`src/rtl/sysid_check_ctrl_pkg.sv`:
```
// Shared types and constants for the system-ID check controller.
package sysid_ctrl_pkg;

  localparam int DATA_W = 32;

  localparam logic ID_ADDR = 1'b0;
  localparam logic TS_ADDR = 1'b1;

  localparam logic [31:0] DEFAULT_EXPECTED_ID = 32'd2;
  localparam logic [31:0] DEFAULT_EXPECTED_TS = 32'd1498619909;

  typedef enum logic [1:0] {
    IDLE,
    RD_ID,
    RD_TS,
    CMP
  } state_t;

endpackage

```
`src/rtl/sysid_check_ctrl_if.sv`:
```
// Avalon-MM read-only link between the check controller and the system-ID slave.
interface sysid_check_ctrl_if;
  import sysid_ctrl_pkg::*;

  logic              avm_address;
  logic              avm_read;
  logic              avm_waitrequest;
  logic [DATA_W-1:0] avm_readdata;

  modport master (
    output avm_address,
    output avm_read,
    input  avm_waitrequest,
    input  avm_readdata
  );

  modport slave (
    input  avm_address,
    input  avm_read,
    output avm_waitrequest,
    output avm_readdata
  );

endinterface

```
`src/rtl/sysid_check_ctrl_timer.sv`:
```
// Counts consecutive waitrequest cycles of one read and flags the cycle that exhausts the budget.
module sysid_wait_timer #(
  parameter int unsigned TIMEOUT_CYCLES = 255
) (
  input  logic clock,
  input  logic reset_n,
  input  logic count_en,
  output logic expired
);

  localparam int unsigned CNT_W = $clog2(TIMEOUT_CYCLES + 1);
  localparam logic [CNT_W-1:0] LIMIT = CNT_W'(TIMEOUT_CYCLES);
  localparam logic [CNT_W-1:0] LAST  = CNT_W'(TIMEOUT_CYCLES - 1);

  logic [CNT_W-1:0] count;

  // A cycle without a stall ends the read, so dropping count_en doubles as the clear on state entry.
  always_ff @(posedge clock) begin
    if (!reset_n) begin
      count <= '0;
    end else if (!count_en) begin
      count <= '0;
    end else if (count != LIMIT) begin
      count <= count + CNT_W'(1);
    end
  end

  assign expired = count_en && (count == LAST);

endmodule

```
`src/rtl/sysid_check_ctrl.sv`:
```
// Reads system-ID words 0 and 1 over Avalon-MM and compares them against the expected build identity.
module sysid_check_ctrl
  import sysid_ctrl_pkg::*;
#(
  parameter logic [31:0] EXPECTED_ID    = DEFAULT_EXPECTED_ID,
  parameter logic [31:0] EXPECTED_TS    = DEFAULT_EXPECTED_TS,
  parameter int unsigned TIMEOUT_CYCLES = 255,
  parameter bit          AUTO_START     = 1'b0
) (
  input  logic               clock,
  input  logic               reset_n,
  input  logic               start,
  sysid_check_ctrl_if.master avm,
  output logic               busy,
  output logic               done,
  output logic               pass,
  output logic               id_ok,
  output logic               ts_ok,
  output logic               timeout,
  output logic [31:0]        id_value,
  output logic [31:0]        ts_value
);

  state_t      state, state_n;
  logic        read_q, read_n;
  logic        addr_q, addr_n;
  logic        busy_n, done_n, pass_n, id_ok_n, ts_ok_n, timeout_n;
  logic [31:0] id_value_n, ts_value_n;
  logic        auto_pending;
  logic        waiting, expired;

  assign waiting = ((state == RD_ID) || (state == RD_TS)) && avm.avm_waitrequest;

  sysid_wait_timer #(
    .TIMEOUT_CYCLES(TIMEOUT_CYCLES)
  ) u_timer (
    .clock   (clock),
    .reset_n (reset_n),
    .count_en(waiting),
    .expired (expired)
  );

  // Bus strobes are computed for the next state so they leave the register together with it.
  always_comb begin
    state_n    = state;
    read_n     = 1'b0;
    addr_n     = ID_ADDR;
    done_n     = 1'b0;
    pass_n     = pass;
    id_ok_n    = id_ok;
    ts_ok_n    = ts_ok;
    timeout_n  = timeout;
    id_value_n = id_value;
    ts_value_n = ts_value;

    unique case (state)
      IDLE: begin
        if (start || auto_pending) begin
          state_n = RD_ID;
          read_n  = 1'b1;
          addr_n  = ID_ADDR;
        end
      end
      RD_ID, RD_TS: begin
        read_n = 1'b1;
        addr_n = (state == RD_TS) ? TS_ADDR : ID_ADDR;
        if (!avm.avm_waitrequest) begin
          if (state == RD_ID) begin
            id_value_n = avm.avm_readdata;
            state_n    = RD_TS;
            addr_n     = TS_ADDR;
          end else begin
            ts_value_n = avm.avm_readdata;
            state_n    = CMP;
            read_n     = 1'b0;
            addr_n     = ID_ADDR;
          end
        end else if (expired) begin
          state_n   = IDLE;
          read_n    = 1'b0;
          addr_n    = ID_ADDR;
          done_n    = 1'b1;
          timeout_n = 1'b1;
          pass_n    = 1'b0;
          id_ok_n   = 1'b0;
          ts_ok_n   = 1'b0;
        end
      end
      CMP: begin
        id_ok_n   = (id_value == EXPECTED_ID);
        ts_ok_n   = (ts_value == EXPECTED_TS);
        timeout_n = 1'b0;
        pass_n    = (id_value == EXPECTED_ID) && (ts_value == EXPECTED_TS);
        done_n    = 1'b1;
        state_n   = IDLE;
      end
    endcase

    busy_n = (state_n != IDLE);
  end

  always_ff @(posedge clock) begin
    if (!reset_n) begin
      state        <= IDLE;
      read_q       <= 1'b0;
      addr_q       <= ID_ADDR;
      busy         <= 1'b0;
      done         <= 1'b0;
      pass         <= 1'b0;
      id_ok        <= 1'b0;
      ts_ok        <= 1'b0;
      timeout      <= 1'b0;
      id_value     <= '0;
      ts_value     <= '0;
      auto_pending <= AUTO_START;
    end else begin
      state        <= state_n;
      read_q       <= read_n;
      addr_q       <= addr_n;
      busy         <= busy_n;
      done         <= done_n;
      pass         <= pass_n;
      id_ok        <= id_ok_n;
      ts_ok        <= ts_ok_n;
      timeout      <= timeout_n;
      id_value     <= id_value_n;
      ts_value     <= ts_value_n;
      auto_pending <= 1'b0;
    end
  end

  assign avm.avm_read    = read_q;
  assign avm.avm_address = addr_q;

endmodule

```
`src/flat_wrapper.sv`:
```
// flat-port wrapper written by rule: the top's interface ports become plain ports
module sysid_check_ctrl_flat import sysid_ctrl_pkg::*;
#(
  parameter logic [31:0] EXPECTED_ID    = DEFAULT_EXPECTED_ID,
  parameter logic [31:0] EXPECTED_TS    = DEFAULT_EXPECTED_TS,
  parameter int unsigned TIMEOUT_CYCLES = 255,
  parameter bit          AUTO_START     = 1'b0
)
  (clock, reset_n, start, busy, done, pass, id_ok, ts_ok, timeout, id_value, ts_value, avm_avm_address, avm_avm_read, avm_avm_waitrequest, avm_avm_readdata);
  sysid_check_ctrl_if avm_i ();
  input  logic clock;
  input  logic reset_n;
  input  logic start;
  output logic busy;
  output logic done;
  output logic pass;
  output logic id_ok;
  output logic ts_ok;
  output logic timeout;
  output logic [31:0] id_value;
  output logic [31:0] ts_value;
  output wire logic [$bits(avm_i.avm_address)-1:0] avm_avm_address;
  output wire logic [$bits(avm_i.avm_read)-1:0] avm_avm_read;
  input wire logic [$bits(avm_i.avm_waitrequest)-1:0] avm_avm_waitrequest;
  input wire logic [$bits(avm_i.avm_readdata)-1:0] avm_avm_readdata;
  assign avm_avm_address = avm_i.avm_address;
  assign avm_avm_read = avm_i.avm_read;
  assign avm_i.avm_waitrequest = avm_avm_waitrequest;
  assign avm_i.avm_readdata = avm_avm_readdata;
  sysid_check_ctrl #(.EXPECTED_ID(EXPECTED_ID), .EXPECTED_TS(EXPECTED_TS), .TIMEOUT_CYCLES(TIMEOUT_CYCLES), .AUTO_START(AUTO_START)) u_core (.clock(clock), .reset_n(reset_n), .start(start), .avm(avm_i), .busy(busy), .done(done), .pass(pass), .id_ok(id_ok), .ts_ok(ts_ok), .timeout(timeout), .id_value(id_value), .ts_value(ts_value));
endmodule
```
`config.mk`:
```
export PLATFORM = sky130hd
export DESIGN_NAME = sysid_check_ctrl_flat
export DESIGN_NICKNAME = d
export VERILOG_FILES = /design/src/rtl/sysid_check_ctrl_pkg.sv /design/src/rtl/sysid_check_ctrl_if.sv /design/src/rtl/sysid_check_ctrl_timer.sv /design/src/rtl/sysid_check_ctrl.sv /design/src/flat_wrapper.sv
export SDC_FILE = /design/constraint.sdc
export NUM_CORES = 1
export LEC_CHECK = 0
export BUFFER_PORTS_ARGS = -buffer_cell sky130_fd_sc_hd__clkbuf_2
export CAP_MARGIN = 20
export CORE_MARGIN = 3
export CORE_UTILIZATION = 40
export DETAILED_ROUTE_END_ITERATION = 16
export MAX_ROUTING_LAYER = met4
export PLACE_DENSITY = 0.65
export SLEW_MARGIN = 5
export SYNTH_ARGS = -nofsm -noshare
export SYNTH_HDL_FRONTEND = slang
export SYNTH_SLANG_ARGS = --single-unit
```
`constraint.sdc`:
```
create_clock -name clock -period 5.7 [get_ports clock]
set_clock_uncertainty 0.2 [all_clocks]
set_input_delay 1.425 -clock clock [delete_from_list [all_inputs] [get_ports clock]]
set_output_delay 1.425 -clock clock [all_outputs]
set_load 0.05 [all_outputs]
```
==> results of run 1 <==
-- path summary, 6_finish.rpt --
path | endpoint | depth (start not counted) | startpoint | slack, ns
min reg2reg | u_core.ts_ok | 2 | u_core.ts_ok | 0.26
min | u_core.ts_ok | 2 | u_core.ts_ok | 0.26
max reg2reg | u_core.busy | 8 | u_core.state[1] | 3.21
max | u_core.busy | 7 | avm_avm_waitrequest | 2.72
-- logic make-up (layout without fill, tap and decap cells) --
kind of cell    Yosys count  count (layout)
compound gates           86              86
xor+xnor                  3               3
fa+ha+maj                 7               7
buf+inv                  29             133
flops                    82              82
simple gates            196             196
-- flip-flops by register name, indices dropped and copies added, names as in the netlist --
signal                  flops
u_core.u_timer.count        8
u_core.busy                 1
u_core.avm.avm_address      1
u_core.done                 1
u_core.state                2
u_core.timeout              1
u_core.ts_value            32
u_core.id_value            32
u_core.id_ok                1
u_core.pass                 1
u_core.avm.avm_read         1
u_core.ts_ok                1
-- power by group --
group / total (mW) / switching (mW) / internal, mW
Clock: 0.434 / 0.208 / 0.226
Combinational: 0.231 / 0.167 / 0.0634
Sequential: 0.619 / 0.0207 / 0.599
-- per-stage QoR --
stage / area, um^2 / util / power (mW) / hold WS (ns) / cells
after global placement: 3970 / 0.498 / 0.856 / 0.249 / 591
final: 4220 / 0.529 / 1.28 / 0.264 / 609
after detailed placement: 3980 / 0.500 / 0.860 / 0.254 / 592
after global routing: 4220 / 0.529 / 1.34 / 0.290 / 609
after CTS: 4190 / 0.526 / 1.29 / 0.266 / 608
after floorplan: 3390 / - / 0.794 / 0.278 / 403
-- Yosys cell counts (all sizes together) --
master / instances / area share
a211o: 1 / 0.0026
inv: 5 / 0.0055
and2: 1 / 0.0018
clkbuf: 12 / 0.013
nand2b: 3 / 0.0055
a31oi: 3 / 0.0055
nor3: 8 / 0.017
xor2: 1 / 0.0026
or4b: 1 / 0.0030
or4: 1 / 0.0022
nor3b: 3 / 0.0066
xnor2: 2 / 0.0052
nand4b: 2 / 0.0052
nor4b: 3 / 0.0077
nand3: 7 / 0.010
nor4: 8 / 0.015
a21oi: 6 / 0.0089
ha: 7 / 0.026
and4: 3 / 0.0077
nand2: 137 / 0.15
dfxtp: 82 / 0.48
a22oi: 1 / 0.0022
nand4: 6 / 0.011
a21boi: 65 / 0.14
and3: 1 / 0.0018
or2: 2 / 0.0037
a211oi: 2 / 0.0044
nor2: 7 / 0.0077
o31a: 1 / 0.0026
buf: 12 / 0.020
o21ai: 7 / 0.010
nor2b: 2 / 0.0037
nand3b: 1 / 0.0022
-- layout make-up --
cell class | instances | area, um^2
inverters | 5 | 18.8
well taps | 102 | 128
multi-input cells | 292 | 1620
repair buffers | 112 | 601
flip-flops and latches | 82 | 1640
clock buffers | 12 | 155
fillers | 773 | 3750
clock inverters | 4 | 50.0
-- cells in the final DEF (no fill, tap or decap), types with 6 or more instances in the layout --
cell / synthesis / layout
a21oi_1: 6 / 6
dfxtp_1: 82 / 82
nor2_1: 7 / 7
nand3_1: 7 / 7
a21boi_0: 59 / 59
a21boi_1: 6 / 6
ha_1: 7 / 7
nand2_1: 137 / 137
nand4_1: 6 / 6
clkbuf_8: 0 / 11
nor3_1: 6 / 6
nor4_1: 8 / 8
clkbuf_2: 0 / 107
-- critical path, cell delays in order --
cell	delay, ns
clkbuf_2	0.19
nor2b_2	0.56
buf_4	0.36
o21ai_0	0.12
nand2_1	0.08
a31oi_1	0.05
or2_1	0.24
-- per-layer routing --
metal | up-vias | wire length (um)
met4 | 0 | 146
met5 | - | 0
met3 | 16 | 606
li1 | 1555 | -
met1 | 1434 | 4450
met2 | 99 | 3720
==> impl_metrics.toml, run 1 <==
[yosys]
syn_area_per_cell_um2 = 8.42
syn-instance-count = 403
synth_adder_area_share = 0.0258
proportion_of_synthesized_area_in_mux_cells = 0
fraction_of_the_yosys_area_taken_by_sequential_cells = 0.484
syn-num-nets = 446
main_combinational_cell_family_by_area_after_synthesis = "simple AND/OR/NAND/NOR gates"
synth-simple-area-share = 0.263
yosys.area_share.xor_xnor = 0.00775
synth-seq-cells = 82
yosysWarningCount = 0
mappedNetlistArea_mm2 = 0.00339
number_of_different_library_cells_in_the_post_synthesis_netlist = 39
share_of_the_synthesized_area_in_compound_gates_ao_oa_aoi_oai = 0.180

[timing]
report.final.hold_viol_count = 0
setup_slack_ns = 2.72
max_slew.worst_pin.slew_ns = 0.728
fmax_ghz = 0.335
finalSetupViolCount = 0
final.min_clock_period_ns = 2.98
rsz0062_at_grt = "no"
slew_headroom = 0.515
min_period_over_period = 0.523
finalMaxSlewViolations = 0
totalNegativeSetupSlack_ns = 0

[worst_setup_path]
arrival_ns = 3.02
start_kind = "input port"
timing.critical_path.fanout_max = 18
cp.required_ns = 5.74
worstSetupEndpointType = "flop"
worstSetupPathType = "in -> reg"

[power_and_ir_drop]
vdd_ir_drop_max_mv = 0.140
p_per_area_mw_per_mm2 = 305
power_leakage_nw = 1.68

[global_routing]
groute.layer.met1.usage = 0.266
global_route.peak_usage_layer = "met2"
grt_usage = 0.191
antenna_violations_before_repair = 0
grt_first_pass_wirelength_um = 14400
pin_count_of_the_biggest_net_entering_global_routing = 44
grt_overflow_total = 0
gr-usage-met3 = 0.0500
groute.layer.met2.usage = 0.271
number_of_global_route_vias_before_repair = 2860

[detailed_routing]
drt_iter0_markers = 106
detail_route.first_pass.iterations = 4
routed_wl_um = 8930
viasPerCell = 5.10
wl_per_cell_um = 14.7
dr_total_vias = 3104
final_antenna_net_count = 0
drc_violations = 0

[layout]
nets_final = 545
number_of_antenna_repair_diodes = 0
layout-area-overhead-vs-synth_pct = 24.3
final_layout_size_suffix_gt1_frac = 0.258

[cts]
post_cts_hold_buffer_count = 0
root_buffer = "clkbuf_8"
cts_setup_buffers = 0
post_cts_resize_count = 0
clock-sinks = 82
clockBufferDepth = 2
htreeDepth = 3
path_clk_slew_ns = 0.08
tritoncts = "yes"
worstSkewPairLatency_ns = 0.36
numCtsBuffers = 9

[floorplan]
floorplan.initialDensity = 0.426
core-area_mm2 = 0.00797
io_pins = 108
floorplan.rows = 32
die-area_mm2 = 0.00962
die_height_um = 98.1
die_width_um = 98.1

[place]
pre_cts_ws_ns = 2.36
io_buffers = 107
placer_s_final_routability_congestion_estimate = 0.788
detailedPlacementHpwl_um = 6540

[run_status]
status = "complete, no violations"

[job]
maxCapViolations = 0

[min_path]
min-delay-path-class = "reg -> reg"
Power figures use the tool's default switching activity.
==> inputs of run 2 (changes only) <==
PLACE_DENSITY = 0.68   (was 0.65)
clock period = 2.5 ns   (was 5.7 ns; I/O delays follow)
==> run 2 against run 1 <==
Net effect:
- core utilization is essentially flat
- non-clock buffer count grew 4
- clock-buffer cell count is 3 lower
- largest cell class unchanged
- largest power group unchanged
==> impl_metrics.toml, run 2 (synthesis results as in run 1) <==
[layout]
nets_final = 549
seq_area_mm2 = 0.00164
number_of_antenna_repair_diodes = 0
layout-area-overhead-vs-synth_pct = 24.2
layout_top_registers = "u_core.id_value x32, u_core.ts_value x32, u_core.u_timer.count x8"
layoutNonFillerInstCount = 613
fillers = 776
layout_commonest_cell = "nand2_1"
most-common-layout-cells = "137 x nand2_1, 107 x clkbuf_2, 82 x dfxtp_1"
area_occupied_by_multi_input_gates_mm2 = 0.00162
final_layout_size_suffix_gt1_frac = 0.266

[cts]
cts_setup_buffers = 0
htreeDepth = 3
post_cts_hold_buffer_count = 0
worstSkewPairLatency_ns = 0.36
root_buffer = "clkbuf_8"
clock-sinks = 82
clockBufferDepth = 2
tritoncts = "yes"
post_cts_resize_count = 0
path_clk_slew_ns = 0.10
numCtsBuffers = 9

[timing]
slew_headroom = 0.608
finalSetupViolCount = 0
finalMaxSlewViolations = 0
report.final.hold_viol_count = 0
fin_hold_ws_ns = 0.268
rsz0062_at_grt = "no"
max_slew.worst_pin.slew_ns = 0.582
min_period_over_period = 0.870
fmax_ghz = 0.460
totalNegativeSetupSlack_ns = 0
final.min_clock_period_ns = 2.17

[power_and_ir_drop]
p_seq_frac = 0.485
cellInternalPower_mw = 1.97
p_per_area_mw_per_mm2 = 692
power.share.switching = 0.323
netSwitchingPower_mw = 0.940
power_frac_clock = 0.336
vdd_ir_drop_max_mv = 0.358
comb_power_share = 0.179
power_leakage_nw = 1.68

[run_status]
status = "complete, no violations"

[worst_setup_path]
cp.required_ns = 2.56
worstSetupPathType = "reg -> reg"
worst-r2r-cell-count = 7
worstSetupEndpointType = "flop"
crit_start = "u_core.state[0]"
start_kind = "flop"
timing.critical_path.fanout_max = 32
timing.rr.start = "u_core.state[0]"
arrival_ns = 2.23

[min_path]
whs_path_depth = 2
worst_hold_startpoint = "u_core.ts_value[6]"
min-delay-path-class = "reg -> reg"

[global_routing]
antenna_violations_before_repair = 0
pin_count_of_the_biggest_net_entering_global_routing = 33
grt_usage = 0.194
grt_overflow_total = 0
number_of_global_route_vias_before_repair = 2968
grt_first_pass_wirelength_um = 14600

[floorplan]
die_height_um = 98.1
core-area_mm2 = 0.00797
die-area_mm2 = 0.00962
die_width_um = 98.1
floorplan.rows = 32
io_pins = 108
floorplan.initialDensity = 0.426

[place]
post-place-cells = 597
detailedPlacementHpwl_um = 6740
io_buffers = 107
placer_s_final_routability_congestion_estimate = 0.796

[detailed_routing]
routed_wl_um = 8990
detail_route.first_pass.iterations = 4
dr_total_vias = 3081
drt_iter0_markers = 97
wl_per_cell_um = 14.7
drc_violations = 0
viasPerCell = 5.03
final_antenna_net_count = 0

[job]
maxCapViolations = 0
==> run 2: cell types whose count changed in the layout (fill, tap and decap cells not counted) <==
cell        previous run  this run
buf_16                 1         0
buf_4                  3         9
buf_8                  1         0
clkbuf_1               1         0
clkbuf_8              11         9
clkinv_2               1         0
clkinvlp_4             2         4
inv_6                  0         2
==> run 2: power by group through the flow <==
| stage | registers (mW) | logic [mW] | clock network [mW] |
|---|---|---|---|
| floorplan | 1.63 | 0.186 | 0 |
| global placement | 1.44 | 0.520 | 0 |
| detailed placement | 1.44 | 0.527 | 0 |
| CTS | 1.41 | 0.528 | 0.999 |
| global route | 1.42 | 0.564 | 1.05 |
| finish | 1.41 | 0.523 | 0.979 |
==> run 2: path summary, 6_finish.rpt <==
check	endpoint	slack, ns
worst max-delay path	u_core.ts_value[11]	0.33
worst min-delay path	u_core.ts_value[6]	0.27
worst max register to register	u_core.ts_value[11]	0.33
worst min register to register	u_core.ts_value[6]	0.27
==> run 2: cell type report <==
cell class	instances	share of cell area
clock buffer	9	0.0294
clock inverter	7	0.0184
inverter	5	0.00445
multi-input combinational	292	0.385
sequential	82	0.390
tap	102	0.0303
timing repair buffer	116	0.143
==> run 2: per-layer routing <==
layer,up-vias,track usage,part of all wire
li1,1571,-,-
met1,1414,0.265,0.49
met2,86,0.293,0.44
met3,10,0.0343,0.053
met4,0,0.0607,0.013
met5,-,-,0
==> run 2: critical path, stage by stage, from the launching register on <==
cell and delay, ns:
dfxtp_1 0.41, inv_1 0.11, ha_1 0.40, inv_1 0.17, nor3_4 0.18, buf_4 0.34, nand2_1 0.09, a21boi_0 0.19
==> run 2: metrics by stage <==
stage,setup WS [ns],instance area [um^2],power [mW],util
detailed placement,0.350,4010,1.97,0.504
global route,0.172,4210,3.03,0.529
global placement,0.512,4010,1.96,0.504
CTS,0.323,4210,2.94,0.529
floorplan,0.645,3390,1.81,-
finish,0.326,4210,2.91,0.529
==> inputs of run 3 (changes only) <==
ABC_AREA = 1   (was unset)
BUFFER_PORTS_ARGS = unset   (was -buffer_cell sky130_fd_sc_hd__clkbuf_2)
DONT_BUFFER_PORTS = 1   (was unset)
PLACE_DENSITY = unset   (was 0.68)
==> run 3 against run 2 <==
Net effect:
- global-route usage decreased by 0.47 points
- cell area decreased by 14%
- die area shrank 3.9%
- hold slack worse by 0.058 ns
- total power increased by 0.11%
- synthesized cell count rose by 11%
- combinational power shrank 38%
- fmax up 1.3%
- register-to-register slack better by 0.03 ns
- critical path depth rose by 2
- clock-buffer cell count rose by 1
- largest cell class unchanged
==> impl_metrics.toml, run 3 <==
[floorplan]
floorplan.initialDensity = 0.416
die_width_um = 96.1
die-area_mm2 = 0.00924
core-area_mm2 = 0.00781
die_height_um = 96.1
floorplan.rows = 32
io_pins = 108

[cts]
cts_setup_buffers = 0
root_buffer = "clkbuf_8"
path_clk_slew_ns = 0.08
numCtsBuffers = 9
post_cts_resize_count = 0
clock-sinks = 82
post_cts_hold_buffer_count = 0
htreeDepth = 3
clockBufferDepth = 2
worstSkewPairLatency_ns = 0.34
tritoncts = "yes"

[worst_setup_path]
worstSetupEndpointType = "flop"
worstSetupPathType = "reg -> reg"
timing.critical_path.fanout_max = 7
start_kind = "flop"
regToRegSetupSlack_ns = 0.35
cp.required_ns = 2.53
arrival_ns = 2.18

[layout]
final_design_area_no_fill_mm2 = 0.00361
most-common-layout-cells = "151 x nor2_1, 82 x dfxtp_1, 68 x o21ai_0"
final_layout_size_suffix_gt1_frac = 0.0783
post-route-util = 0.463
fillers = 816
number_of_antenna_repair_diodes = 0
layout_commonest_cell = "nor2_1"
nets_final = 498
layout_top_registers = "u_core.id_value x32, u_core.ts_value x32, u_core.u_timer.count x8"
layout-area-overhead-vs-synth_pct = 11.1

[yosys]
yosysWarningCount = 0
share_of_the_synthesized_area_in_compound_gates_ao_oa_aoi_oai = 0.149
synth_area_leader_cell = "dfxtp_1"
synth_edf_count = 0
synthMostInstantiatedCell = "nor2_1"
fraction_of_the_yosys_area_taken_by_sequential_cells = 0.505
synth-seq-cells = 82
fraction_of_registers_with_async_set_reset = 0
synth_ff_type = "dfxtp_1"
syn-instance-count = 447
main_combinational_cell_family_by_area_after_synthesis = "simple AND/OR/NAND/NOR gates"
syn-num-nets = 490
number_of_different_library_cells_in_the_post_synthesis_netlist = 20
synthDominantCellAreaShare = 0.505
mappedNetlistArea_mm2 = 0.00325
synth_top_cells_by_area = "dfxtp_1 51%, nor2_1 18%, o21ai_0 10%"
proportion_of_synthesized_area_in_mux_cells = 0
synth_adder_area_share = 0.0269
synth-simple-area-share = 0.255
syn_area_per_cell_um2 = 7.27
yosys.area_share.xor_xnor = 0.00808
synth_top_cells_by_count = "152 x nor2_1, 82 x dfxtp_1, 68 x o21ai_0, 45 x nand2_1, 27 x inv_1"

[global_routing]
grt_overflow_total = 0
antenna_violations_before_repair = 0
grt_first_pass_wirelength_um = 13000
number_of_global_route_vias_before_repair = 2607
grt_usage = 0.189
pin_count_of_the_biggest_net_entering_global_routing = 69

[power_and_ir_drop]
power_leakage_nw = 1.48
p_per_area_mw_per_mm2 = 808
netSwitchingPower_mw = 1.02
power.share.switching = 0.350
comb_power_share = 0.111
vdd_ir_drop_max_mv = 0.573
cellInternalPower_mw = 1.90
power_frac_clock = 0.305
p_seq_frac = 0.584

[timing]
report.final.hold_viol_count = 0
rsz0062_at_grt = "no"
slew_headroom = 0.600
finalSetupViolCount = 0
final.min_clock_period_ns = 2.15
totalNegativeSetupSlack_ns = 0
finalMaxSlewViolations = 0
min_period_over_period = 0.858
max_slew.worst_pin.slew_ns = 0.599
fmax_ghz = 0.466

[detailed_routing]
drt_iter0_markers = 97
wl_per_cell_um = 14.5
drc_violations = 0
dr_total_vias = 2765
routed_wl_um = 8130
final_antenna_net_count = 0
viasPerCell = 4.92
detail_route.first_pass.iterations = 4

[place]
io_buffers = 0
detailedPlacementHpwl_um = 5770
placed_area_mm2 = 0.00343
placer_s_final_routability_congestion_estimate = 0.837

[min_path]
min-delay-path-class = "in -> reg"

[run_status]
status = "complete, no violations"

[job]
maxCapViolations = 0
==> run 3: cell count changes after synthesis, sizes merged, moves of 10 or more <==
| cell | before | now |
|---|---|---|
| a21boi | 65 | 0 |
| a21oi | 6 | 20 |
| o21ai | 7 | 68 |
| buf | 12 | 2 |
| inv | 5 | 27 |
| nand2 | 137 | 46 |
| nor2 | 7 | 152 |
==> run 3: metal layers <==
layer / track usage / routed length [um] / up-vias
met5: - / 0 / -
met3: 0.0923 / 879 / 2
met1: 0.225 / 3540 / 1245
li1: - / - / 1433
met4: 0.0427 / 40 / 0
met2: 0.289 / 3670 / 85
==> run 3: final timing paths <==
check        depth (start not counted)           startpoint             endpoint
min reg2reg                          2  u_core.ts_value[24]  u_core.ts_value[24]
min                                  2              reset_n  u_core.avm.avm_read
max                                  9      u_core.state[0]         u_core.id_ok
max reg2reg                          9      u_core.state[0]         u_core.id_ok
==> run 3: power by group through the flow <==
stage          registers (mW)  clock network (mW)  logic, mW
2_1_floorplan            1.76                   0      0.210
3_3_place_gp             1.73                   0      0.322
3_5_place_dp             1.74                   0      0.330
4_1_cts                  1.71               0.930      0.330
5_1_grt                  1.72               0.997      0.373
6_report                 1.70               0.890      0.324
==> run 3: critical path, cell delays in order, from the launching register on <==
cell and delay (ns):
dfxtp_1 0.40, inv_1 0.10, ha_1 0.38, nand2_1 0.11, nor3b_2 0.26, nand2_2 0.14, o21ai_0 0.16, inv_1 0.13
nand2_1 0.08, a21oi_1 0.07
==> run 3: layout make-up <==
| type | instances | area [um^2] | share of cell area |
|---|---|---|---|
| well taps | 102 | 128 | 0.0353 |
| clock buffers | 10 | 138 | 0.0381 |
| clock inverters | 6 | 47.5 | 0.0132 |
| multi-input cells | 317 | 1430 | 0.396 |
| repair buffers | 16 | 120 | 0.0333 |
| flip-flops and latches | 82 | 1640 | 0.454 |
| inverters | 29 | 109 | 0.0301 |
==> run 3: kinds of logic after synthesis <==
logic type,count (synthesis)
flops,82
compound gates,94
simple gates,213
xor+xnor,3
fa+ha+maj,7
buf+inv,48
==> run 3: per-stage QoR <==
| step | total power [mW] | std cells | worst slack [ns] | hold slack [ns] |
|---|---|---|---|---|
| after global placement | 2.06 | 546 | 0.509 | 0.261 |
| after floorplan | 1.97 | 447 | 0.622 | 0.249 |
| after CTS | 2.97 | 562 | 0.388 | 0.178 |
| final | 2.92 | 562 | 0.355 | 0.211 |
| after global routing | 3.09 | 562 | 0.212 | 0.172 |
| after detailed placement | 2.07 | 546 | 0.397 | 0.272 |
